$ cat src/rtl/seg7_scan_mux_pkg.sv
// Shared widths and helpers for the seg7_scan_mux display driver.
// Latency: none (types, constants and pure functions only).
// Backpressure: not applicable.
package seg7_scan_mux_pkg;

    localparam int SEG7_W   = 7;
    localparam int NIBBLE_W = 4;

    typedef logic [SEG7_W-1:0]   seg7_t;
    typedef logic [NIBBLE_W-1:0] nibble_t;

    // Segment order {g,f,e,d,c,b,a}. Outputs are active-low because the
    // display is common-anode: a segment lights when its cathode is pulled low.
    function automatic seg7_t hex_to_seg7(input nibble_t n);
        seg7_t lit;
        case (n)
            4'h0:    lit = 7'h3F;
            4'h1:    lit = 7'h06;
            4'h2:    lit = 7'h5B;
            4'h3:    lit = 7'h4F;
            4'h4:    lit = 7'h66;
            4'h5:    lit = 7'h6D;
            4'h6:    lit = 7'h7D;
            4'h7:    lit = 7'h07;
            4'h8:    lit = 7'h7F;
            4'h9:    lit = 7'h6F;
            4'hA:    lit = 7'h77;
            4'hB:    lit = 7'h7C;
            4'hC:    lit = 7'h39;
            4'hD:    lit = 7'h5E;
            4'hE:    lit = 7'h79;
            default: lit = 7'h71;
        endcase
        return ~lit;
    endfunction

    // Pin level for an anode: 'on' is the logical enable, act_low flips it
    // for boards that switch anodes through PNP transistors.
    function automatic logic anode_level(input logic act_low, input logic on);
        return on ^ act_low;
    endfunction

endpackage

$ cat src/rtl/seg7_scan_mux_seg7sync.sv
// Seg7Sync: registered hex-nibble to 7-segment decoder.
// Latency: 1 clock from iv_nibble to ov_seg.
// Backpressure: none; decodes every cycle.
// Ports: i_clk, i_rst (sync, active-high), iv_nibble (4b), ov_seg (7b active-low {g..a}).
module Seg7Sync
    import seg7_scan_mux_pkg::*;
(
    input  logic    i_clk,
    input  logic    i_rst,
    input  nibble_t iv_nibble,
    output seg7_t   ov_seg
);

    seg7_t r_seg;

    always_ff @(posedge i_clk) begin
        if (i_rst) begin
            r_seg <= '0;
        end else begin
            r_seg <= hex_to_seg7(iv_nibble);
        end
    end

    assign ov_seg = r_seg;

endmodule

$ cat src/rtl/seg7_scan_mux.sv
// seg7_scan_mux: double-buffered, time-multiplexed common-anode 7-segment driver.
// Latency: registered outputs, 1 clock behind the scan state; new data shows from the next frame.
// Backpressure: none; i_load is always accepted, i_enable=0 freezes the scan with anodes off.
// Ports: i_clk, i_rst (sync, active-high), i_enable, i_load, iv_value[4*DIGITS], iv_dp[DIGITS],
//        ov_seg[7], o_dp, ov_an[DIGITS] (one-hot, polarity ANODE_ACT_LOW), o_frame (wrap pulse).
module seg7_scan_mux
    import seg7_scan_mux_pkg::*;
#(
    parameter int DIGITS        = 4,
    parameter int PRESCALE      = 1000,
    parameter bit ANODE_ACT_LOW = 1'b1,
    parameter bit BLANK_LZ      = 1'b1
) (
    input  logic                       i_clk,
    input  logic                       i_rst,
    input  logic                       i_enable,
    input  logic                       i_load,
    input  logic [NIBBLE_W*DIGITS-1:0] iv_value,
    input  logic [DIGITS-1:0]          iv_dp,
    output logic [SEG7_W-1:0]          ov_seg,
    output logic                       o_dp,
    output logic [DIGITS-1:0]          ov_an,
    output logic                       o_frame
);

    localparam int PW = $clog2(PRESCALE);
    localparam int IW = $clog2(DIGITS);
    localparam logic [PW-1:0]     P_LAST = PW'(PRESCALE - 1);
    localparam logic [IW-1:0]     I_LAST = IW'(DIGITS - 1);
    localparam logic [DIGITS-1:0] AN_OFF = {DIGITS{ANODE_ACT_LOW}};

    logic [PW-1:0]                r_presc;
    logic [IW-1:0]                r_idx;
    logic [NIBBLE_W*DIGITS-1:0]   r_pend_val;
    logic [DIGITS-1:0]            r_pend_dp;
    logic [NIBBLE_W*DIGITS-1:0]   r_shad_val;
    logic [DIGITS-1:0]            r_shad_dp;
    logic [DIGITS-1:0]            r_an;
    logic                         r_dp;
    logic                         r_frame;
    logic                         r_frame_pend;

    logic                         w_slot_end;
    logic                         w_wrap;
    nibble_t                      w_nibble;
    logic                         w_cur_dp;
    logic                         w_cur_blank;
    logic [DIGITS-1:0]            w_blank;
    logic                         w_lz_run;
    logic                         w_lit;
    logic [DIGITS-1:0]            w_an_next;

    assign w_slot_end = i_enable && (r_presc == P_LAST);
    assign w_wrap     = w_slot_end && (r_idx == I_LAST);

    // Select the current digit's nibble, dp bit and blank flag from the shadow copy.
    always_comb begin
        w_nibble    = '0;
        w_cur_dp    = 1'b0;
        w_cur_blank = 1'b0;
        for (int k = 0; k < DIGITS; k++) begin
            if (IW'(k) == r_idx) begin
                w_nibble    = r_shad_val[k*NIBBLE_W +: NIBBLE_W];
                w_cur_dp    = r_shad_dp[k];
                w_cur_blank = w_blank[k];
            end
        end
    end

    // Leading-zero mask: walk down from the most significant digit while both
    // nibble and dp are zero. Digit 0 is never blanked so a value of 0 still shows.
    always_comb begin
        w_blank  = '0;
        w_lz_run = 1'b1;
        if (BLANK_LZ) begin
            for (int k = DIGITS - 1; k >= 1; k--) begin
                w_lz_run   = w_lz_run && (r_shad_val[k*NIBBLE_W +: NIBBLE_W] == '0)
                             && !r_shad_dp[k];
                w_blank[k] = w_lz_run;
            end
        end
    end

    // Prescaler value 0 is the dead cycle: the decoder is loading the new
    // digit, so the anode stays off to avoid ghosting the previous pattern.
    assign w_lit = i_enable && (r_presc != '0) && !w_cur_blank;

    always_comb begin
        w_an_next = AN_OFF;
        for (int k = 0; k < DIGITS; k++) begin
            w_an_next[k] = anode_level(ANODE_ACT_LOW, w_lit && (IW'(k) == r_idx));
        end
    end

    always_ff @(posedge i_clk) begin
        if (i_rst) begin
            r_presc      <= '0;
            r_idx        <= '0;
            r_pend_val   <= '0;
            r_pend_dp    <= '0;
            r_shad_val   <= '0;
            r_shad_dp    <= '0;
            r_an         <= AN_OFF;
            r_dp         <= 1'b0;
            r_frame      <= 1'b0;
            r_frame_pend <= 1'b0;
        end else begin
            r_an    <= w_an_next;
            r_dp    <= w_lit && w_cur_dp;
            // The frame pulse is emitted alongside digit 0's dead cycle, so it is
            // held pending across a disable that lands right on the wrap.
            r_frame <= i_enable && r_frame_pend;

            if (i_enable) begin
                r_frame_pend <= w_wrap;
                if (w_slot_end) begin
                    r_presc <= '0;
                    r_idx   <= (r_idx == I_LAST) ? '0 : r_idx + 1'b1;
                end else begin
                    r_presc <= r_presc + 1'b1;
                end
            end

            if (i_load) begin
                r_pend_val <= iv_value;
                r_pend_dp  <= iv_dp;
            end

            // A load landing on the wrap cycle goes straight to the shadow copy.
            if (w_wrap) begin
                r_shad_val <= i_load ? iv_value : r_pend_val;
                r_shad_dp  <= i_load ? iv_dp    : r_pend_dp;
            end
        end
    end

    Seg7Sync u_dec (
        .i_clk     (i_clk),
        .i_rst     (i_rst),
        .iv_nibble (w_nibble),
        .ov_seg    (ov_seg)
    );

    assign ov_an   = r_an;
    assign o_dp    = r_dp;
    assign o_frame = r_frame;

endmodule

$ cat config.mk
export PLATFORM = sky130hd
export DESIGN_NAME = seg7_scan_mux
export DESIGN_NICKNAME = d
export VERILOG_FILES = /design/src/rtl/seg7_scan_mux_pkg.sv /design/src/rtl/seg7_scan_mux_seg7sync.sv /design/src/rtl/seg7_scan_mux.sv
export SDC_FILE = /design/constraint.sdc
export NUM_CORES = 1
export LEC_CHECK = 0
export CAP_MARGIN = 0
export CORE_ASPECT_RATIO = 0.75
export CORE_MARGIN = 5
export CORE_UTILIZATION = 39
export CTS_BUF_LIST = sky130_fd_sc_hd__clkbuf_16
export DETAILED_ROUTE_END_ITERATION = 10
export PLACE_DENSITY_LB_ADDON = 0.15
export SLEW_MARGIN = 20
export SYNTH_ARGS = -nofsm -noshare
export SYNTH_HDL_FRONTEND = slang
export SYNTH_SLANG_ARGS = --single-unit
export TNS_END_PERCENT = 1
$ cat constraint.sdc
create_clock -name i_clk -period 3.16 [get_ports i_clk]
set_clock_uncertainty 0.15 [all_clocks]
set_input_delay 0.948 -clock i_clk [delete_from_list [all_inputs] [get_ports i_clk]]
set_output_delay 0.948 -clock i_clk [all_outputs]
set_load 0.05 [all_outputs]
[After elaboration in Yosys (flattened, before gate mapping)]
Memory sizes are Yosys's and may differ from the RTL's.
Cells that the tools add are included.
Word-level totals
  bits in registers: 66
  memory bits (read-only): 112
  memories: 1
Cells by class
  $add $sub $neg: 2
  equal/unequal tests: 5
  multiplexer cells: 16
  bitwise logic cells: 5
  reduce and logical (&&, ||, !) cells: 25
Memory list
  (name not given): words 16, width 7, rd ports 1, clocked after Yosys merged registers in 0, write ports 0, line seg7_scan_mux_pkg.sv:16  | case (n)
Operators by type and width (number)
  $mux 4: 5
  $mux 16: 1
  $logic_and 1x1->1: 15
  $logic_not 4->1: 3
  $add 10x1->10 const B: 1
  $eq 10x10->1 const B: 1
  $mux 10: 1
  $reduce_bool 10->1: 1
  $mux 1: 7
  $mux 7: 1
  $not 7->7: 1
  $eq 2x2->1 const A: 2
  $logic_not 1->1: 4
  $not 1->1: 4
  $add 2x1->2 const B: 1
  $eq 1x2->1 const A: 1
  $eq 2x2->1 const B: 1
  $logic_not 2->1: 1
  $mux 2: 1
  $reduce_and 2->1: 1

[Logic depth before layout (Yosys ltp)]
  depth after elaboration: 13
  gate-level depth with buffers: 12
  gate-level depth less buffers: 11

[Cells and area by module]
Synthesis repeated with hierarchy kept, for this count alone.
Unflattened totals
  cell total of the unflattened synthesis: 310
  area total of the unflattened synthesis: 3094.2 um^2
Modules (own cells, without submodules)
  seg7_scan_mux: times used 1, cells each 264, area an instance 2685.1 um^2
  Seg7Sync: times used 1, cells each 46, area an instance 409.1 um^2

[Worst setup path before layout]
OpenSTA, ideal clock, no wires.
  path kind: register to register
  start point: register r_idx[1]
  end point: register u_dec.r_seg[4] (netlist: u_dec.ov_seg[4])
  setup time: 87 ps
  data arrival time: 2163 ps
  slack: 760 ps
  stages on the path, launching flop included: 10
  buffers on the path: 1
  period minus slack after synthesis: 2400 ps
  cell sequence: dfxtp_1 -> inv_1 -> ha_1 -> buf_6 -> nand3b_1 -> a221oi_2 -> inv_1 -> ha_1 -> or4b_1 -> o31ai_1
On the way
  longest elaborated chain between the ends: 8
  elaborated cells between the ends (all ways): 11
  classes of those cells: 3 x eq/ne; 5 x mux; 1 x bitwise; 1 x reduce/logical; 1 x memory
Ends and longest elaborated chain
  start, declared: line seg7_scan_mux.sv:33  | logic [IW-1:0] r_idx;
  start signal, assigned: line seg7_scan_mux.sv:118  | r_idx <= (r_idx == I_LAST) ? '0 : r_idx + 1'b1;
  $logic_not 2->1: line seg7_scan_mux.sv:62  | if (IW'(k) == r_idx) begin
  $mux 4 (3 in a row): line seg7_scan_mux.sv:62
  $mux 4 *: line seg7_scan_mux.sv:62
  $mem_v2 16x7 *
  $mux 7 *: line seg7_scan_mux_seg7sync.sv:17  | if (i_rst) begin
  $not 7->7 *: line seg7_scan_mux_pkg.sv:34  | return ~lit;
  end signal, assigned: line seg7_scan_mux_seg7sync.sv:20  | r_seg <= hex_to_seg7(iv_nibble);
  end, declared: line seg7_scan_mux_seg7sync.sv:14  | seg7_t r_seg;
Every way passes the cells marked *; elsewhere a longest branch is shown, timed or not. The select of a mux whose other input is x is not followed.
A chain may end at the register's enable or synchronous reset.

[Worst setup path in the final report]
  start point: register r_an[1] (netlist: ov_an[1])
  end point: output port ov_an[1]
RTL lines
  start, declared: line seg7_scan_mux.sv:38  | logic [DIGITS-1:0] r_an;
  start signal, assigned: line seg7_scan_mux.sv:108  | r_an <= w_an_next;
  end, declared: line seg7_scan_mux.sv:22  | output logic [DIGITS-1:0] ov_an,
No word-level cell between the ends.

==> metrics.csv <==
metric,value,unit
synth_nets,356,
port_buffers,36,
mostFrequentLayoutCells,"nor2_1, dfxtp_1, clkdlybuf4s50_1",
placed_area,3300,um^2
post-place-ws,0.403,ns
relSlewSlack,53.4,%
setup_viol,0,
tns,0,ns
viasPerCell,4.75,
cp_cell_sequence,clkdlybuf4s50_1,
arrival,1.45,ns
worstSetupStartpointType,register,
synth_area,2880,um^2
ir_drop,283,uV
clock-sinks,66,
h-tree-depth,3,
grt_use_total,13.8,%
max_cap_viol_count,0,
ctsHoldBuffers,0,
worstHoldStart,r_frame_pend$_SDFFE_PP0P_,
dr_total_vias,2196,
status,"finished, final reports clean",
setup_slack,0.613,ns
hold_class,reg -> reg,
crit_type,reg -> out,
finalCritPeriodShare,80.6,%
grt_pass1_wl,10100,um
cp.required,2.06,ns
clk_path_buf_depth,2,
ys_seq_area_share,45.9,%
fmax,393,MHz
post-route-cell-area,3600,um^2
finalNonFillerCells,462,
rsz0062_at_grt,no,
ys_seq_elements,66,
dieArea,9210,um^2
die_h,84.4,um
power.leakage,1.41,nW
die_w,109,um
path_clk_slew,0.05,ns
drv_slew,0,
finalPower,1.91,mW
cts_tree,yes,
final_common_cell,nor2_1,
syn_area_per_cell,8.99,um^2
rows,27,
drc_errors,0,
ios,37,
routedWlPerCell,12.4,um
crit_fanout,1,
crit_buf_inv,1,
antenna_found_initial,0,
syn_inst,320,
dr.pass1.iters,4,
route.antenna.remaining_nets,0,
finalHoldViolations,0,
dp.final_hpwl,3990,um
final_nets,392,
reg2reg_from,r_idx[0]$_SDFFE_PP0P_,
grt_max_degree,42,
syn2layout_area_growth,25.0,%
ctsResizeCount,0,
cp-startpoint,ov_an[1]$_SDFF_PP1_,
synth_warnings,0,
critPathTopFamily,buffers and inverters,
clkLatencyLatePin,0.32,ns
initialDrtViolationCount,102,
initial_core_util,39.6,%
drt-total-wl,5750,um
hold_slack,0.319,ns
core,7260,um^2
grt_overflow,0,
crit_path_top_delay_cell,clkdlybuf4s50_1,
layout-drive-gt1-share,7.48,%
cts_setup_buffers,0,
gp_congestion,0.813,
grt_pass1_vias,2165,
p_per_area,532,nW/um^2
cp-end-kind,output pin,
dp_cells,446,
n_antenna_cell,0,
cts_root_buf,clkbuf_16,
fin_crit,2.55,ns
cts_buffers,9,
slowest_delay,0.81,ns
yosysUniqueCellTypes,42,
worstMarginPinSlew,0.699,ns
post-route-util,49.5,%
## layout make-up
class	count	area, um^2
Clock buffer	9	225
Fill cell	698	3670
Clock inverter	7	70.1
Sequential cell	66	1320
Tap cell	101	126
Timing Repair Buffer	42	400
Multi-Input combinational cell	223	1400
Inverter	14	52.6
## tightest hold or removal path, stage by stage (launching register included)
cell,delay [ns]
dfxtp_1,0.30
nand2b_1,0.06
a21oi_1,0.06
## registers in the layout, summed over array words and instances, names as in the netlist
register,cells
r_presc,10
r_frame_pend,1
o_frame,1
o_dp,1
r_pend_dp,4
ov_an,4
u_dec.ov_seg,7
r_shad_val,16
r_idx,2
r_shad_dp,4
r_pend_val,16
## Yosys cell counts (all sizes together)
cell,number,area (um^2)
or4b,1,10.0
xnor2,2,17.5
a31oi,2,12.5
nand3,2,10.0
a22oi,1,7.51
o32ai,1,8.76
xor2,6,52.6
or3,1,6.26
mux2i,25,250
a22o,1,8.76
and4,1,8.76
nand2b,4,25.0
buf,3,30.0
or4,2,15.0
ha,12,150
nand2,14,52.6
inv,14,52.6
nor4,1,6.26
o31ai,2,15.0
o22ai,1,6.26
nor2,79,297
a211oi,6,45.0
and2,1,7.51
a221oi,3,50.1
clkbuf,14,72.6
nand4,4,25.0
a21oi,27,135
nor3,3,15.0
and3b,1,8.76
dfxtp,66,1320
mux2,1,11.3
nor3b,4,30.0
nor4b,1,8.76
nand3b,7,65.1
and3,3,18.8
o21ai,4,20.0
## final timing paths
path         slack [ns]  depth (start not counted)                          to
min reg2reg        0.32                          2   r_frame_pend$_SDFFE_PP0P_
max reg2reg        0.69                         11  u_dec.ov_seg[3]$_SDFF_PP0_
max                0.61                          1                    ov_an[1]
min                0.32                          2   r_frame_pend$_SDFFE_PP0P_
## metal layers
metal / vias up / track usage, % / routed length, um / part of all wire (%)
met2: 35 / 19.5 / 2360 / 41
met4: 0 / 4.47 / 69 / 1.2
li1: 1158 / - / - / -
met1: 997 / 19.2 / 3020 / 52
met3: 6 / 5.53 / 301 / 5.2
met5: - / 0 / 0 / 0
## cells by family after synthesis
| family | Yosys count | share of synthesized area [%] |
|---|---|---|
| fa+ha+maj | 12 | 5.22 |
| mux | 26 | 9.09 |
| xor+xnor | 8 | 2.44 |
| buf+inv | 31 | 5.39 |
| compound gates | 48 | 10.7 |
| simple gates | 129 | 21.2 |
| flops | 66 | 45.9 |
## power by group
part | internal [mW] | total [mW] | switching [mW]
Clock | 0.608 | 0.959 | 0.352
Combinational | 0.0493 | 0.0962 | 0.0469
Sequential | 0.851 | 0.856 | 0.00554
Power figures use the tool's default switching activity.
